===== src/rtl/fifo_wr_arbiter.sv =====
// Round-robin write arbiter feeding a single fifo. Each winner may keep writing
// for up to MAX_BURST consecutive words before the turn moves on.
module fifo_wr_arbiter #(
    parameter int DATA_SIZE = 8,
    parameter int NUM_REQ   = 4,
    parameter int MAX_BURST = 4
) (
    input  logic                           clk,
    input  logic                           reset,
    input  logic [NUM_REQ-1:0]             req,
    input  logic [NUM_REQ*DATA_SIZE-1:0]   req_data,
    input  logic                           full,
    output logic [NUM_REQ-1:0]             gnt,
    output logic                           write_to_fifo,
    output logic [DATA_SIZE-1:0]           write_data_in,
    output logic [$clog2(NUM_REQ)-1:0]     owner,
    output logic                           busy
);

    localparam int OW = $clog2(NUM_REQ);
    localparam int CW = $clog2(MAX_BURST + 1);

    typedef enum logic [0:0] {
        IDLE = 1'b0,
        HOLD = 1'b1
    } state_t;

    state_t          state_q, state_d;
    logic [OW-1:0]   owner_q, owner_d;
    logic [OW-1:0]   last_q, last_d;
    logic [CW-1:0]   cnt_q, cnt_d;
    logic [CW-1:0]   cnt_inc_s;
    logic [OW-1:0]   sel_s;
    logic            found_s;
    logic [NUM_REQ-1:0]   gnt_s;
    logic [DATA_SIZE-1:0] data_s;

    // Round-robin search starting just after the last-served producer.
    always_comb begin
        found_s = 1'b0;
        sel_s   = {OW{1'b0}};
        for (int k = 1; k <= NUM_REQ; k++) begin
            if (!found_s && req[(int'(last_q) + k) % NUM_REQ]) begin
                found_s = 1'b1;
                sel_s   = OW'((int'(last_q) + k) % NUM_REQ);
            end else begin
                found_s = found_s;
            end
        end
    end

    assign cnt_inc_s = cnt_q + CW'(1);

    // Next-state and grant decode; full freezes everything.
    always_comb begin
        state_d = state_q;
        owner_d = owner_q;
        last_d  = last_q;
        cnt_d   = cnt_q;
        gnt_s   = {NUM_REQ{1'b0}};
        case (state_q)
            IDLE: begin
                if (!full && found_s) begin
                    gnt_s[sel_s] = 1'b1;
                    owner_d      = sel_s;
                    cnt_d        = CW'(1);
                    if (MAX_BURST == 1) begin
                        last_d = sel_s;
                    end else begin
                        state_d = HOLD;
                    end
                end else begin
                    state_d = IDLE;
                end
            end
            HOLD: begin
                if (full) begin
                    state_d = HOLD;
                end else if (req[owner_q]) begin
                    gnt_s[owner_q] = 1'b1;
                    cnt_d          = cnt_inc_s;
                    if (cnt_inc_s == CW'(MAX_BURST)) begin
                        state_d = IDLE;
                        last_d  = owner_q;
                    end else begin
                        state_d = HOLD;
                    end
                end else begin
                    // Owner let go early: one empty cycle, then rearbitrate.
                    state_d = IDLE;
                    last_d  = owner_q;
                end
            end
            default: begin
                state_d = IDLE;
            end
        endcase
    end

    // Mux the granted producer's word; reset blanks the write path immediately.
    always_comb begin
        data_s = {DATA_SIZE{1'b0}};
        for (int i = 0; i < NUM_REQ; i++) begin
            data_s = data_s | ({DATA_SIZE{gnt_s[i]}} & req_data[i*DATA_SIZE +: DATA_SIZE]);
        end
        if (reset) begin
            gnt           = gnt_s;
            write_data_in = data_s;
        end else begin
            gnt           = {NUM_REQ{1'b0}};
            write_data_in = {DATA_SIZE{1'b0}};
        end
        write_to_fifo = |gnt;
    end

    // State registers; last-served starts at NUM_REQ-1 so producer 0 wins first.
    always_ff @(posedge clk or negedge reset) begin
        if (!reset) begin
            state_q <= IDLE;
            owner_q <= {OW{1'b0}};
            last_q  <= OW'(NUM_REQ - 1);
            cnt_q   <= {CW{1'b0}};
        end else begin
            state_q <= state_d;
            owner_q <= owner_d;
            last_q  <= last_d;
            cnt_q   <= cnt_d;
        end
    end

    assign owner = owner_q;
    assign busy  = (state_q == HOLD);

endmodule


===== config.mk =====
export PLATFORM = sky130hd
export DESIGN_NAME = fifo_wr_arbiter
export DESIGN_NICKNAME = d
export VERILOG_FILES = /design/src/rtl/fifo_wr_arbiter.sv
export SDC_FILE = /design/constraint.sdc
export NUM_CORES = 1
export LEC_CHECK = 0
export BUFFER_PORTS_ARGS = -buffer_cell sky130_fd_sc_hd__clkbuf_2
export CAP_MARGIN = 20
export CORE_ASPECT_RATIO = 0.5
export CORE_MARGIN = 2
export CORE_UTILIZATION = 42
export CTS_CLUSTER_DIAMETER = 60
export DETAILED_ROUTE_END_ITERATION = 12
export PLACE_DENSITY_LB_ADDON = 0.2
export SKIP_CTS_REPAIR_TIMING = 1
export SLEW_MARGIN = 20
export SYNTH_ARGS = -nofsm -noshare
export SYNTH_HDL_FRONTEND = slang
export SYNTH_SLANG_ARGS = --single-unit

===== constraint.sdc =====
create_clock -name clk -period 3.05 [get_ports clk]
set_input_delay 0.61 -clock clk [delete_from_list [all_inputs] [get_ports clk]]
set_output_delay 0.61 -clock clk [all_outputs]
set_load 0.01 [all_outputs]

==> flow_summary.toml <==
[yosys]
seq_area_frac_synth_pct = 17.6
yosys-top-cells-area = "dfrtp_1, a21oi_1, a22o_1"
ys_ff_latch = 8
synthTopCellsByCount = "a21oi_1, a22o_1, and3_1"
synth.avg_cell_area_um2 = 8.45
synthesis.area_mm2 = 0.00115
synthCells = 136
synth_top_cell_by_area = "dfrtp_1"
synth.top_cell.area_share_pct = 13.1
synthArstFlopShare_pct = 100
yosys_warnings = 0
syn_nets = 177
synth.most_common_cell = "a21oi_1"
synthFlopType = "dfrtp_1"
synth_edf_count = 0
synth.distinct_cells = 48

[power]
p_clk_share_pct = 14.8
p_switching_mw = 0.404
power_density_mw_per_mm2 = 638
p_comb_share_pct = 60.6
seqPwrFrac_pct = 24.5
p_int_mw = 0.538
p_leak_nw = 0.725
switching_share_pct = 42.9
ir_worst_vdd_v = 0.000501

[final_layout]
design_area_mm2 = 0.00148
drive_above_1_share_pct = 45.4
area_delta_synth_final_pct = 28.6
fillers = 260
num_antenna_cells = 0
fin_util_pct = 56.8
final_nets = 227

[sta]
hold-worst-slack_ns = 0.496
worst_pin_slew_ns = 0.408
skew_ns = 0.0161
clock.fmax_ghz = 0.361
hold_viol = 0
fin_ws_ns = 0.278
period_share_pct = 90.9
setup-violations-final = 0
slew_headroom_pct = 72.8
period_minus_slack_ns = 2.77
final_max_slew_viol_count = 0
rsz0062_at_grt = "false"
finalSetupTns_ns = 0

[clock_tree]
clkLatencyLatePin_ns = 0.24
numCtsBuffers = 3
cts_max_level = 1
clkTransAtPathRegs_ns = 0.05
clock_sinks = 8
cts_tree = "built"
cts_buffer_depth = 2
cts-root-buf = "clkbuf_8"

[critical_path]
cp_slowest_cell = "dfstp_2"
arrival_ns = 2.16
reg2reg_to = "cnt_q[1]"
r2r_cells = 5
reg2reg_slack_ns = 1.17
crit_fanout = 8
reg2reg_from = "busy"
crit_chain = "mux2i_1, o22a_1, o21ai_2, buf_4, or2_2, o221ai_1, clkbuf_2"
crit_type = "register to output port"
crit_path_end = "write_data_in[5]"
cpPeakStageDelay_ns = 0.57
start_kind = "register"
worstPathRequired_ns = 2.44
critPathCaptureType = "output port"
cp-startpoint = "last_q[1]"

[routing]
dr_total_vias = 1339
first_pass_iters = 4
wl_mm = 3.32
first_iter_violations = 129
vias_per_cell = 6.03
ant_nets = 0
wl_per_cell_um = 15.0
drc = 0

[placed_design]
placed_cell_area_mm2 = 0.00141
dpl.hpwl_mm = 2.37
place.gp.congestion = 0.795
place_ws_ns = 0.168
io_buffers = 54

[min_path]
min_path_type = "input pin to async pin"

[floorplanning]
core_mm2 = 0.00260
dieArea_mm2 = 0.00319
ios = 55
die_y_um = 41.0
start_util_pct = 44.1
fp.dieW_um = 78.0
fp-row-count = 13

[global_routing]
grt_max_degree = 20
grt-ovfl-total = 0
grt_pass1_vias = 1144
antenna_found_initial = 0
grt_pass1_wl_mm = 5.19
grtUsageTotal_pct = 21.3

[job]
cap_violations = 0

[run_status]
run_status = "complete, no violations"
area by class of cell:
| class | count | area [um2] | area share (%) |
|---|---|---|---|
| Clock buffer | 4 | 45.0 | 3.05 |
| Multi-Input combinational cell | 115 | 875 | 59.2 |
| Inverter | 1 | 3.75 | 0.254 |
| Tap cell | 37 | 46.3 | 3.13 |
| Sequential cell | 8 | 203 | 13.7 |
| Timing Repair Buffer | 57 | 305 | 20.7 |
metal layers:
metal  routed length (um)  vias up  share of wire (%)  track usage (%)
li1                     -      653                  -                -
met3                  212        5                6.4             4.85
met2                 1530       43                 46             37.9
met4                   22        0               0.66             7.46
met5                    0        -                  0                0
met1                 1560      638                 47             26.7
flip-flops by register name, summed over array words and instances, names as in the netlist:
| signal | cells |
|---|---|
| last_q | 2 |
| busy | 1 |
| owner | 2 |
| cnt_q | 3 |
kinds of logic after synthesis:
family	count (synthesis)	share of synthesized area, %
multiplexers	5	5.99
buffers and inverters	13	6.64
AND/OR/NAND/NOR	48	27.1
adder cells (fa/ha/maj)	2	2.18
flip-flops	8	17.6
AO/OA/AOI/OAI	60	40.4
power groups by stage:
stage	combinational [mW]	clock (mW)	sequential [mW]
final	0.572	0.140	0.231
after global routing	0.634	0.151	0.241
after CTS	0.550	0.142	0.229
after detailed placement	0.545	0	0.230
after global placement	0.543	0	0.229
after floorplan	0.409	0	0.215
how the worst min path moves through the flow:
stage	from	endpoint	slack, ns	depth (start not counted)
5_1_grt	reset	owner[0]	0.53	2
3_5_place_dp	cnt_q[2]	cnt_q[2]	0.51	1
4_1_cts	reset	owner[0]	0.50	2
3_3_place_gp	cnt_q[2]	cnt_q[2]	0.50	1
6_report	reset	busy	0.50	2
2_1_floorplan	reset	busy	0.31	0
metrics by stage:
step	instances	total power, mW
3_3_place_gp	217	0.772
5_1_grt	222	1.03
4_1_cts	221	0.921
2_1_floorplan	136	0.624
3_5_place_dp	217	0.776
6_report	222	0.943
critical path: cells and delay by family (launching register included):
kind,cells,cell delay (ns)
compound gates,3,0.45
buf+inv,2,0.34
flops,1,0.57
mux,1,0.20
simple gates,1,0.38
cell usage in the layout (no fill, tap or decap), types with 2 or more instances in the layout:
cell type	instances
a222oi_1	8
clkbuf_2	54
buf_4	2
o221ai_1	8
nor2b_1	8
nand3_1	3
and2_1	2
clkbuf_8	3
nor2_1	3
a21oi_1	20
a21boi_1	2
ha_1	2
a22o_1	10
and3_1	9
mux2i_1	2
dfrtp_1	6
nand2_1	3
mux2_2	2
and3_2	8
dfstp_2	2
(Power assumes the default switching activity.)
